$ cat config.mk
export PLATFORM = sky130hd
export DESIGN_NAME = uart_rx_frame
export DESIGN_NICKNAME = d
export VERILOG_FILES = /design/src/rtl/uart_rx_frame.sv
export SDC_FILE = /design/constraint.sdc
export NUM_CORES = 1
export LEC_CHECK = 0
export CAP_MARGIN = 20
export CORE_MARGIN = 5
export CORE_UTILIZATION = 40
export CTS_CLUSTER_DIAMETER = 80
export DETAILED_ROUTE_END_ITERATION = 8
export PLACE_DENSITY_LB_ADDON = 0.25
export SETUP_SLACK_MARGIN = 0.4
export SLEW_MARGIN = 20
export SYNTH_ARGS = -nofsm -noshare
export SYNTH_HDL_FRONTEND = slang
export SYNTH_SLANG_ARGS = --single-unit
$ cat constraint.sdc
create_clock -name clk -period 3.25 [get_ports clk]
set_input_delay 0.8125 -clock clk [delete_from_list [all_inputs] [get_ports clk]]
set_output_delay 0.8125 -clock clk [all_outputs]
set_load 0.01 [all_outputs]
$ cat src/rtl/uart_rx_frame.sv
`default_nettype none
// ============================================================================
// Module      : uart_rx_frame
// Description : UART receive frame assembler. Samples data, optional parity
//               and stop bit once per bit period after a confirmed start bit.
// Revision    : 1.0
// ============================================================================
module uart_rx_frame #(
    parameter int OVS       = 16,
    parameter int DATA_BITS = 8,
    parameter int PARITY    = 0
) (
    input  logic                 clk,
    input  logic                 rst_n,
    input  logic                 RX_in,
    input  logic                 de_strtbit,
    output logic [DATA_BITS-1:0] rx_data,
    output logic                 rx_valid,
    output logic                 par_err,
    output logic                 frm_err,
    output logic                 busy
);
    localparam int CNT_W = $clog2(OVS);
    localparam int IDX_W = $clog2(DATA_BITS + 1);

    localparam logic [CNT_W-1:0] c_cnt_last = CNT_W'(OVS - 1);
    localparam logic [IDX_W-1:0] c_idx_last = IDX_W'(DATA_BITS - 1);

    localparam logic [2:0] c_idle  = 3'd0;
    localparam logic [2:0] c_data  = 3'd1;
    localparam logic [2:0] c_par   = 3'd2;
    localparam logic [2:0] c_stop  = 3'd3;
    localparam logic [2:0] c_break = 3'd4;

    logic [2:0]           r_state;
    logic [2:0]           w_next_state;
    logic [CNT_W-1:0]     r_cnt;
    logic [IDX_W-1:0]     r_idx;
    logic [DATA_BITS-1:0] r_shift;
    logic                 r_par_mis;
    logic                 w_tick;
    logic                 w_counting;
    logic                 w_par_exp;

    assign w_tick    = (r_cnt == c_cnt_last);
    assign w_par_exp = (^r_shift) ^ (PARITY == 2);

    always_ff @(posedge clk or negedge rst_n) begin
        if (!rst_n) begin
            r_state <= c_idle;
        end else begin
            r_state <= w_next_state;
        end
    end

    always_comb begin
        w_next_state = r_state;
        case (r_state)
            c_idle:  if (de_strtbit) w_next_state = c_data;
            c_data:  if (w_tick && (r_idx == c_idx_last))
                         w_next_state = (PARITY != 0) ? c_par : c_stop;
            c_par:   if (w_tick) w_next_state = c_stop;
            c_stop:  if (w_tick) w_next_state = RX_in ? c_idle : c_break;
            // A held-low line parks here so it cannot spawn further frames
            c_break: if (RX_in) w_next_state = c_idle;
            default: w_next_state = c_idle;
        endcase
    end

    always_comb begin
        busy       = (r_state != c_idle);
        w_counting = (r_state == c_data) || (r_state == c_par) || (r_state == c_stop);
    end

    always_ff @(posedge clk or negedge rst_n) begin
        if (!rst_n) begin
            r_cnt     <= '0;
            r_idx     <= '0;
            r_shift   <= '0;
            r_par_mis <= 1'b0;
            rx_data   <= '0;
            rx_valid  <= 1'b0;
            par_err   <= 1'b0;
            frm_err   <= 1'b0;
        end else begin
            rx_valid <= 1'b0;
            if (r_state == c_idle) begin
                r_cnt <= '0;
                r_idx <= '0;
                if (de_strtbit) r_par_mis <= 1'b0;
            end else if (w_counting) begin
                r_cnt <= w_tick ? '0 : r_cnt + 1'b1;
                if (w_tick) begin
                    case (r_state)
                        c_data: begin
                            r_shift <= {RX_in, r_shift[DATA_BITS-1:1]};
                            r_idx   <= r_idx + 1'b1;
                        end
                        c_par:  r_par_mis <= RX_in ^ w_par_exp;
                        c_stop: begin
                            rx_data  <= r_shift;
                            rx_valid <= 1'b1;
                            par_err  <= r_par_mis;
                            frm_err  <= ~RX_in;
                        end
                        default: ;
                    endcase
                end
            end
        end
    end
endmodule
`default_nettype wire

==> out/results.ini, run 1 <==
[power_and_ir_drop]
max-vdd-ir-drop_uv=304.1
internal_power_mw=0.6857
p_comb_share_pct=26.1
pwr-share-clk_pct=21.0
p_sw_mw=0.3030
p_seq_share_pct=52.9
powerDensity_nw_per_um2=591.9
p_leak_nw=0.7920
finalPower_mw=0.9887
switching_share_pct=30.64

[clocking]
cts_setup_buffers=0
ctsHoldBuffers=0
cts_made_buffers=5
clk_pin_slew_ns=0.09
insertion_delay_ns=0.33
postCtsResizedCells=0
clockBufferDepth=2
clock-sinks=31
htree_levels=2
ctsRootBufferMaster=clkbuf_4
cts_tree=yes

[die]
fp.dieW_um=69.82
coreArea_um2=3390
fp.dieH_um=69.82
initial_core_util_pct=42.23
die_area_um2=4875
io_pins=16
core.rowCount=21

[place]
pre_cts_ws_ns=0.9986
place_area_um2=1620
dpl.hpwl_um=1676
placed_cells=173
portBuffers=15
gp_congestion=0.8688

[setup_path]
reg2reg_slack_ns=1.20
r2r_end=rx_data[2]
worstPathRequired_ns=2.44
r2r-start=r_cnt[0]
r2r_cells=4
cp_max_fo=16
startpoint=r_state[0]
timing.critical_path.to=busy
worst-setup-path-type=reg2out
cp-start-kind=flip-flop
critPathArrivalTime_ns=1.78
crit_path_end_kind=output port

[yosys]
syn_area_um2=1431
netlist_instances=117
ys_ff_latch=31
yosysSeqAreaShare_pct=54.20
yosys.area.top_type=dfrtp_1
avgSynthCellArea_um2=12.23
synth_top_area_share_pct=54.20
syn_nets=123
yosys_warnings=0
synth.area.top_cells=dfrtp_1 54%, mux2_2 14%, o21ai_0 3.1%, a22o_1 2.4%, xnor2_1 2.4%
synthDistinctLibCells=32

[routing]
post_drt_wl_per_cell_um=13.34
drtAntennaViolNets=0
drtPass1Iterations=4
drcViolationCount=0
num_vias=963
drt-total-wl_um=2415
viasPerCell=5.320
first_iter_violations=62

[sta]
fin_crit_sh_pct=79.66
rsz0062_at_grt=false
hold_viol=0
finalSetupTns_ns=0
slew_viol_final=0
worst_pin_slew_ns=0.6974
fin_ws_ns=0.6610
period_needed_ns=2.589
relSlewSlack_pct=53.37
setup_violations=0
timing.fmax_ghz=0.3862
fin_skew_ns=0.006867

[final_layout]
finalInstanceArea_um2=1670
syn_to_final_growth_pct=16.70
antenna_cells=0
nNetsFinal=140
drive_above_1_share_pct=20.00
final_cells=181

[global_routing]
antenna_found_initial=0
overflow=0
grt_pass1_vias=963
grt_pass1_wl_um=4312
grt_use_total_pct=11.15
grt_max_degree=32

[hold_path]
min_from=frm_err
hp-class=reg2reg

[outcome]
status=completed

[job]
drv_cap=0

worst min path at each step:
stage | to | slack, ns | cells after the start
2_1_floorplan | r_idx[2] | 0.46 | 1
3_3_place_gp | frm_err | 0.46 | 2
3_5_place_dp | frm_err | 0.47 | 2
4_1_cts | frm_err | 0.49 | 2
5_1_grt | rx_data[6] | 0.53 | 1
6_report | frm_err | 0.48 | 2
synth_stat cells (all sizes together):
cell type and instances:
nand4b 1, nand2 7, dfrtp 31, clkbuf 3, nand3 5, mux2i 2
xnor2 4, mux2 18, o31ai 1, nor3 1, and4b 1, xor2 2
and3 1, ha 2, xnor3 1, buf 3, a22o 4, and2b 1
a21oi 3, or2 1, a21boi 1, a311oi 1, a21o 1, inv 2
or4 1, or3 1, nand4 2, nor2 4, or4b 2, and2 1
o21ai 9
state kept, by name, indices dropped and copies added, names as in the netlist:
name and count:
r_par_mis 1, par_err 1, frm_err 1, r_cnt 4
rx_valid 1, rx_data 8, r_shift 8, r_idx 4
r_state 3
power groups by stage:
stage | sequential, mW | combinational [mW] | clock, mW
after floorplan | 0.509 | 0.220 | 0
after global placement | 0.526 | 0.255 | 0
after detailed placement | 0.530 | 0.261 | 0
after CTS | 0.523 | 0.263 | 0.217
after global routing | 0.533 | 0.289 | 0.233
final | 0.523 | 0.258 | 0.207
final cells by class:
class	instances	area, um2
Inverter	2	7.507
Multi-Input combinational cell	78	621.8
Clock buffer	7	45.04
Sequential cell	31	775.7
Tap cell	46	57.56
Fill cell	304	1719
Clock inverter	1	5.005
Timing Repair Buffer	16	157.7
logic make-up after synthesis:
logic type | count (synthesis) | synth area share (%)
flops | 31 | 54.20
simple gates | 29 | 12.06
compound gates | 20 | 8.829
mux | 20 | 15.56
buf+inv | 8 | 2.360
xor+xnor | 7 | 5.245
fa+ha+maj | 2 | 1.748
stage by stage:
| step | util (%) | hold slack [ns] |
|---|---|---|
| CTS | 49.28 | 0.4899 |
| global route | 49.28 | 0.5325 |
| global placement | 47.80 | 0.4605 |
| floorplan | - | 0.4576 |
| finish | 49.28 | 0.4819 |
| detailed placement | 47.80 | 0.4691 |
placed cells by master, fill, tap and decap left out, types with 2 or more instances in the layout:
cell type / n
xnor2_1: 4
ha_1: 2
nand4_1: 2
nor2_1: 4
inv_1: 2
dfrtp_1: 31
mux2_2: 18
a22o_1: 4
nand2_1: 7
or4b_1: 2
clkbuf_4: 5
a21oi_1: 3
clkdlybuf4s50_1: 15
clkbuf_1: 2
nand3_1: 4
xor2_1: 2
o21ai_0: 9
mux2i_1: 2
layer usage:
layer  track usage (%)  part of all wire (%)
met3             3.768                   5.1
met1             13.91                    49
met5                 0                     0
met4             7.021                   3.1
met2             16.37                    43
critical path: stages, from the launching register on:
cell and delay [ns]:
dfrtp_1 0.54, or3_1 0.42, clkdlybuf4s50_1 0.49
Note: power is estimated with default switching activity, not from simulation.
==> run 2, diff against run 1 <==
- clock period: 3.25 -> 2.2 ns (I/O delays scaled with it)
==> run 2 against run 1 <==
Effect of this change:
- sequential cell count stayed put
- register-to-register slack got worse by 0.72 ns
- critical path type unchanged
- core utilization up 1.8 points
==> out/results.ini, run 2 (synthesis gave the netlist of run 1 again) <==
[clocking]
cts_tree=yes
cts_setup_buffers=0  ; unchanged
clk_pin_slew_ns=0.09  ; about the same
htree_levels=2  ; unchanged
cts_made_buffers=5  ; unchanged
insertion_delay_ns=0.31  ; -0.02 ns
ctsRootBufferMaster=clkbuf_4
clock-sinks=31  ; unchanged
ctsHoldBuffers=0  ; unchanged
clockBufferDepth=2  ; unchanged

[power_and_ir_drop]
p_leak_nw=0.9636  ; +22%
powerDensity_nw_per_um2=847.4  ; +43%
finalPower_mw=1.466  ; +48%
max-vdd-ir-drop_uv=366.2  ; +20%

[setup_path]
startpoint=r_state[2]
critPathArrivalTime_ns=1.21  ; -0.57 ns
cp_max_fo=2  ; -14
worstPathRequired_ns=1.65  ; -0.79 ns
r2r-start=r_cnt[0]
worst-setup-path-type=reg2out
cp-start-kind=flip-flop
crit_path_end_kind=output port

[hold_path]
hp-class=reg2reg
min_from=r_idx[2]

[outcome]
status=completed

[die]
coreArea_um2=3390  ; unchanged
initial_core_util_pct=42.23  ; unchanged
fp.dieW_um=69.82  ; unchanged
fp.dieH_um=69.82  ; unchanged
die_area_um2=4875  ; unchanged
io_pins=16  ; unchanged
core.rowCount=21  ; unchanged

[global_routing]
antenna_found_initial=0  ; unchanged
grt_max_degree=32  ; unchanged
grt_pass1_wl_um=4478  ; +3.8%
grt_pass1_vias=1006  ; +4.5%
overflow=0  ; unchanged
grt_use_total_pct=11.46  ; +0.31 points

[routing]
first_iter_violations=19  ; -69%
drtPass1Iterations=4  ; unchanged
drcViolationCount=0  ; unchanged
num_vias=925  ; -3.9%
drt-total-wl_um=2491  ; +3.1%
post_drt_wl_per_cell_um=13.46  ; +0.92%
drtAntennaViolNets=0  ; unchanged
viasPerCell=5.000  ; -6.0%

[final_layout]
syn_to_final_growth_pct=20.89
drive_above_1_share_pct=24.46  ; +4.5 points
antenna_cells=0  ; unchanged
mostFrequentLayoutCell=dfrtp_1
final_cell_mix=31 x dfrtp_1, 18 x mux2_2, 9 x o21ai_0, 9 x dlymetal6s2s_1, 7 x nand2_1
reg_top3=r_shift x8, rx_data x8
nNetsFinal=144  ; +2.9%

[sta]
fin_skew_ns=0.006410  ; -0.0004575 ns
period_needed_ns=1.763
hold_viol=0  ; unchanged
worst_pin_slew_ns=0.3812  ; -0.3162 ns
rsz0062_at_grt=true
relSlewSlack_pct=74.59  ; +21 points
slew_viol_final=0  ; unchanged
fin_crit_sh_pct=80.13
finalSetupTns_ns=0  ; unchanged
setup_violations=0  ; unchanged
timing.fmax_ghz=0.5672

[place]
portBuffers=15  ; unchanged
gp_congestion=0.7069  ; -19%
dpl.hpwl_um=1726  ; +3.0%

[job]
drv_cap=0  ; unchanged

## run 2: cell types whose count changed in the layout (fill, tap and decap cells not counted), sizes merged
cell           before  now
clkdlybuf4s50      15    5
buf                 1    6
dlymetal6s2s        0    9
## run 2: layout make-up
cell class              instances  area, um2
inverters                       2      7.507
multi-input cells              78      628.1
flip-flops and latches         31      775.7
clock inverters                 1      5.005
well taps                      46      57.56
fillers                       287       1659
repair buffers                 20      211.5
clock buffers                   7      45.04
## run 2: path summary, 6_finish.rpt
check | end | slack [ns] | depth (start not counted)
max reg2reg | r_shift[0] | 0.48 | 4
min reg2reg | r_idx[2] | 0.50 | 1
min in group asynchronous | rx_data[5] | 0.61 | 2
max in group asynchronous | r_idx[3] | 1.31 | 2
max | busy | 0.44 | 2
min | r_idx[2] | 0.50 | 1
## run 2: repair_timing
| action | 4_1_cts | 5_1_grt |
|---|---|---|
| setup endpoints to repair | 3 | 10 |
| resized for setup | 5 | 11 |
| gates cloned | 0 | 0 |
## run 2: layer usage
layer	vias to the layer above	part of all wire, %	wire, um	global-route usage (%)
met5	-	0	0	0
met4	0	1.4	36	5.106
met3	5	3.5	88	4.058
met2	14	47	1161	18.05
met1	441	48	1204	14.03
li1	465	-	-	-
## run 2: critical path, cell delays in order (launching register included)
cell,delay [ns]
dfrtp_1,0.38
or3_4,0.39
buf_6,0.13
## run 2: through the flow
step | instances | util, % | cell area [um2] | hold slack [ns] | setup slack (ns)
global route | 185 | 51.05 | 1730 | 0.5311 | 0.3680
finish | 185 | 51.05 | 1730 | 0.4985 | 0.4371
floorplan | 117 | - | 1431 | 0.2544 | 0.5363
detailed placement | 177 | 48.69 | 1650 | 0.4889 | 0.4117
CTS | 185 | 50.06 | 1697 | 0.5010 | 0.4046
global placement | 177 | 48.69 | 1650 | 0.4624 | 0.4409
## run 2: report_power, final
group | leakage, nW | switching, mW | internal, mW
sequential | 0.409 | 0.102 | 0.663
clock | 0.0293 | 0.181 | 0.124
combinational | 0.526 | 0.168 | 0.228
total | 0.964 | 0.451 | 1.02
==> run 3, diff against run 2 <==
- clock period: 2.2 -> 1.7 ns (I/O delays scaled with it)
==> run 3 against run 2 <==
Effect of this change:
- wire length rose by 29%
- worst setup slack got worse by 0.41 ns
- combinational power rose by 140%
- clock-buffer cell count fell by 1
- total power rose by 63%
- register-to-register slack got worse by 0.41 ns
- largest cell class is now multi-input combinational cells
==> out/results.ini, run 3 (synthesis gave the netlist of run 1 again) <==
[outcome]
status=completed

[place]
dpl.hpwl_um=1936  ; +12%
gp_congestion=0.7597  ; +7.5%
placed_cells=183  ; +3.4%
place_area_um2=1763  ; +6.8%
portBuffers=15  ; unchanged

[power_and_ir_drop]
p_seq_share_pct=41.4  ; -11 points
internal_power_mw=1.625  ; +60%
p_comb_share_pct=40.1  ; +13 points
p_sw_mw=0.7654  ; +70%
p_leak_nw=1.046  ; +8.6%
pwr-share-clk_pct=18.5  ; -2.4 points
max-vdd-ir-drop_uv=629.7  ; +72%
powerDensity_nw_per_um2=1150  ; +36%
switching_share_pct=32.01  ; +1.3 points

[sta]
relSlewSlack_pct=73.86  ; -0.73 points
fin_crit_sh_pct=98.50
rsz0062_at_grt=true
timing.fmax_ghz=0.5972
period_needed_ns=1.674
whs_ns=0.4746  ; -0.02390 ns
worst_pin_slew_ns=0.3921  ; +0.01090 ns
hold_viol=0  ; unchanged
setup_violations=0  ; unchanged
fin_skew_ns=0.003840  ; -0.002570 ns
slew_viol_final=0  ; unchanged

[die]
fp.dieH_um=69.82  ; unchanged
die_area_um2=4875  ; unchanged
fp.dieW_um=69.82  ; unchanged
io_pins=16  ; unchanged
coreArea_um2=3390  ; unchanged
initial_core_util_pct=42.23  ; unchanged
core.rowCount=21  ; unchanged

[clocking]
clock-sinks=31  ; unchanged
ctsRootBufferMaster=clkbuf_4
clockBufferDepth=2  ; unchanged
htree_levels=2  ; unchanged
cts_made_buffers=5  ; unchanged
ctsHoldBuffers=0  ; unchanged
insertion_delay_ns=0.33  ; +0.02 ns
cts_tree=yes
clk_pin_slew_ns=0.09  ; about the same

[hold_path]
hp-class=in2async

[setup_path]
reg2reg_slack_ns=0.07  ; -0.41 ns
cp_num_buf_inv=1  ; unchanged
cp_max_fo=2  ; unchanged
crit_family=simple AND/OR/NAND/NOR gates
critPathArrivalTime_ns=1.25  ; +0.04 ns
worst-setup-path-type=reg2out
worstPathCellList=or3_4, buf_6
cp-start-kind=flip-flop
worst_path_largest_cell_delay_ns=0.40  ; about the same
crit_path_end_kind=output port
cp_slowest_cell=or3_4
startpoint=r_state[0]
r2r-start=r_cnt[1]
worstPathRequired_ns=1.27  ; -0.38 ns

[final_layout]
final_cell_mix=31 x dfrtp_1, 18 x mux2_4, 17 x buf_4, 11 x buf_6, 10 x buf_2
finalInstanceArea_um2=2079  ; +20%
syn_to_final_growth_pct=45.28
antenna_cells=0  ; unchanged
nNetsFinal=168  ; +17%
reg_top3=r_shift x8, rx_data x8
mostFrequentLayoutCell=dfrtp_1
drive_above_1_share_pct=55.56  ; +31 points
final_cells=208  ; +12%

[routing]
viasPerCell=5.159  ; +3.2%
post_drt_wl_per_cell_um=15.50  ; +15%
drtPass1Iterations=4  ; unchanged
first_iter_violations=44  ; +25
drtAntennaViolNets=0  ; unchanged
drt-total-wl_um=3223  ; +29%
drcViolationCount=0  ; unchanged
num_vias=1073  ; +16%

[global_routing]
grt_pass1_wl_um=5278  ; +18%
overflow=0  ; unchanged
grt_use_total_pct=13.66  ; +2.2 points
antenna_found_initial=0  ; unchanged
grt_max_degree=32  ; unchanged
grt_pass1_vias=1106  ; +9.9%

[job]
drv_cap=0  ; unchanged

==> run 3: changes by cell type in the layout (fill, tap and decap cells not counted), moves of 3 or more <==
cell,change
a21oi_2,+3
dlymetal6s2s_1,-9
buf_6,+10
mux2_2,-18
nor2_1,-3
buf_2,+10
mux2_4,+18
a21oi_1,-3
o21ai_1,+3
buf_4,+12
o21ai_0,-5
==> run 3: power groups by stage <==
stage	Combinational [mW]	Clock [mW]	Sequential, mW
finish	0.959	0.443	0.989
global route	1.05	0.488	1.01
CTS	0.855	0.451	0.978
detailed placement	0.672	0	0.990
global placement	0.641	0	0.978
floorplan	0.458	0	0.978
==> run 3: path summary, 6_finish.rpt <==
| path | endpoint | cells after the start |
|---|---|---|
| min reg2reg | frm_err | 2 |
| max | busy | 2 |
| min | r_cnt[1] | 2 |
| min in group clk | frm_err | 2 |
| max in group asynchronous | r_cnt[0] | 2 |
| max reg2reg | r_state[1] | 6 |
==> run 3: area by class of cell <==
| type | count | area (um2) |
|---|---|---|
| Clock buffer | 6 | 51.30 |
| Clock inverter | 1 | 5.005 |
| Fill cell | 251 | 1310 |
| Inverter | 2 | 7.507 |
| Multi-Input combinational cell | 78 | 790.8 |
| Sequential cell | 31 | 775.7 |
| Tap cell | 46 | 57.56 |
| Timing Repair Buffer | 44 | 391.6 |
==> run 3: through the flow <==
step | total power, mW | util, % | setup TNS [ns] | setup slack (ns)
6_report | 2.391 | 61.35 | 0 | 0.02557
5_1_grt | 2.547 | 61.35 | -0.04049 | -0.02162
4_1_cts | 2.284 | 57.96 | 0 | 0.01806
3_5_place_dp | 1.662 | 52.01 | 0 | 0.005907
3_3_place_gp | 1.619 | 52.01 | 0 | 0.01602
2_1_floorplan | 1.437 | - | 0 | 0.1501
==> run 3: routing by layer <==
layer  global-route usage (%)  wire length [um]  part of all wire, %  vias to the layer above
met5                        0                 0                    0                        -
met4                    5.106                57                  1.8                        0
met3                    5.942               160                  5.0                        6
met2                    21.62              1562                   48                       23
met1                    16.35              1442                   45                      536
li1                         -                 -                    -                      508
==> run 3: worst reg2reg max path, cell delays in order (launching register included) <==
cell and delay, ns:
dfrtp_1 0.36, ha_2 0.20, buf_6 0.10, and3_4 0.20, nand3_2 0.10, or4b_1 0.49
a21oi_2 0.12
==> run 3: what timing repair did <==
action,4_1_cts,5_1_grt
resized for setup,67,30
buffers inserted,13,4
pin swaps,9,9
endpoints found under the setup margin,36,42
gates cloned,1,0
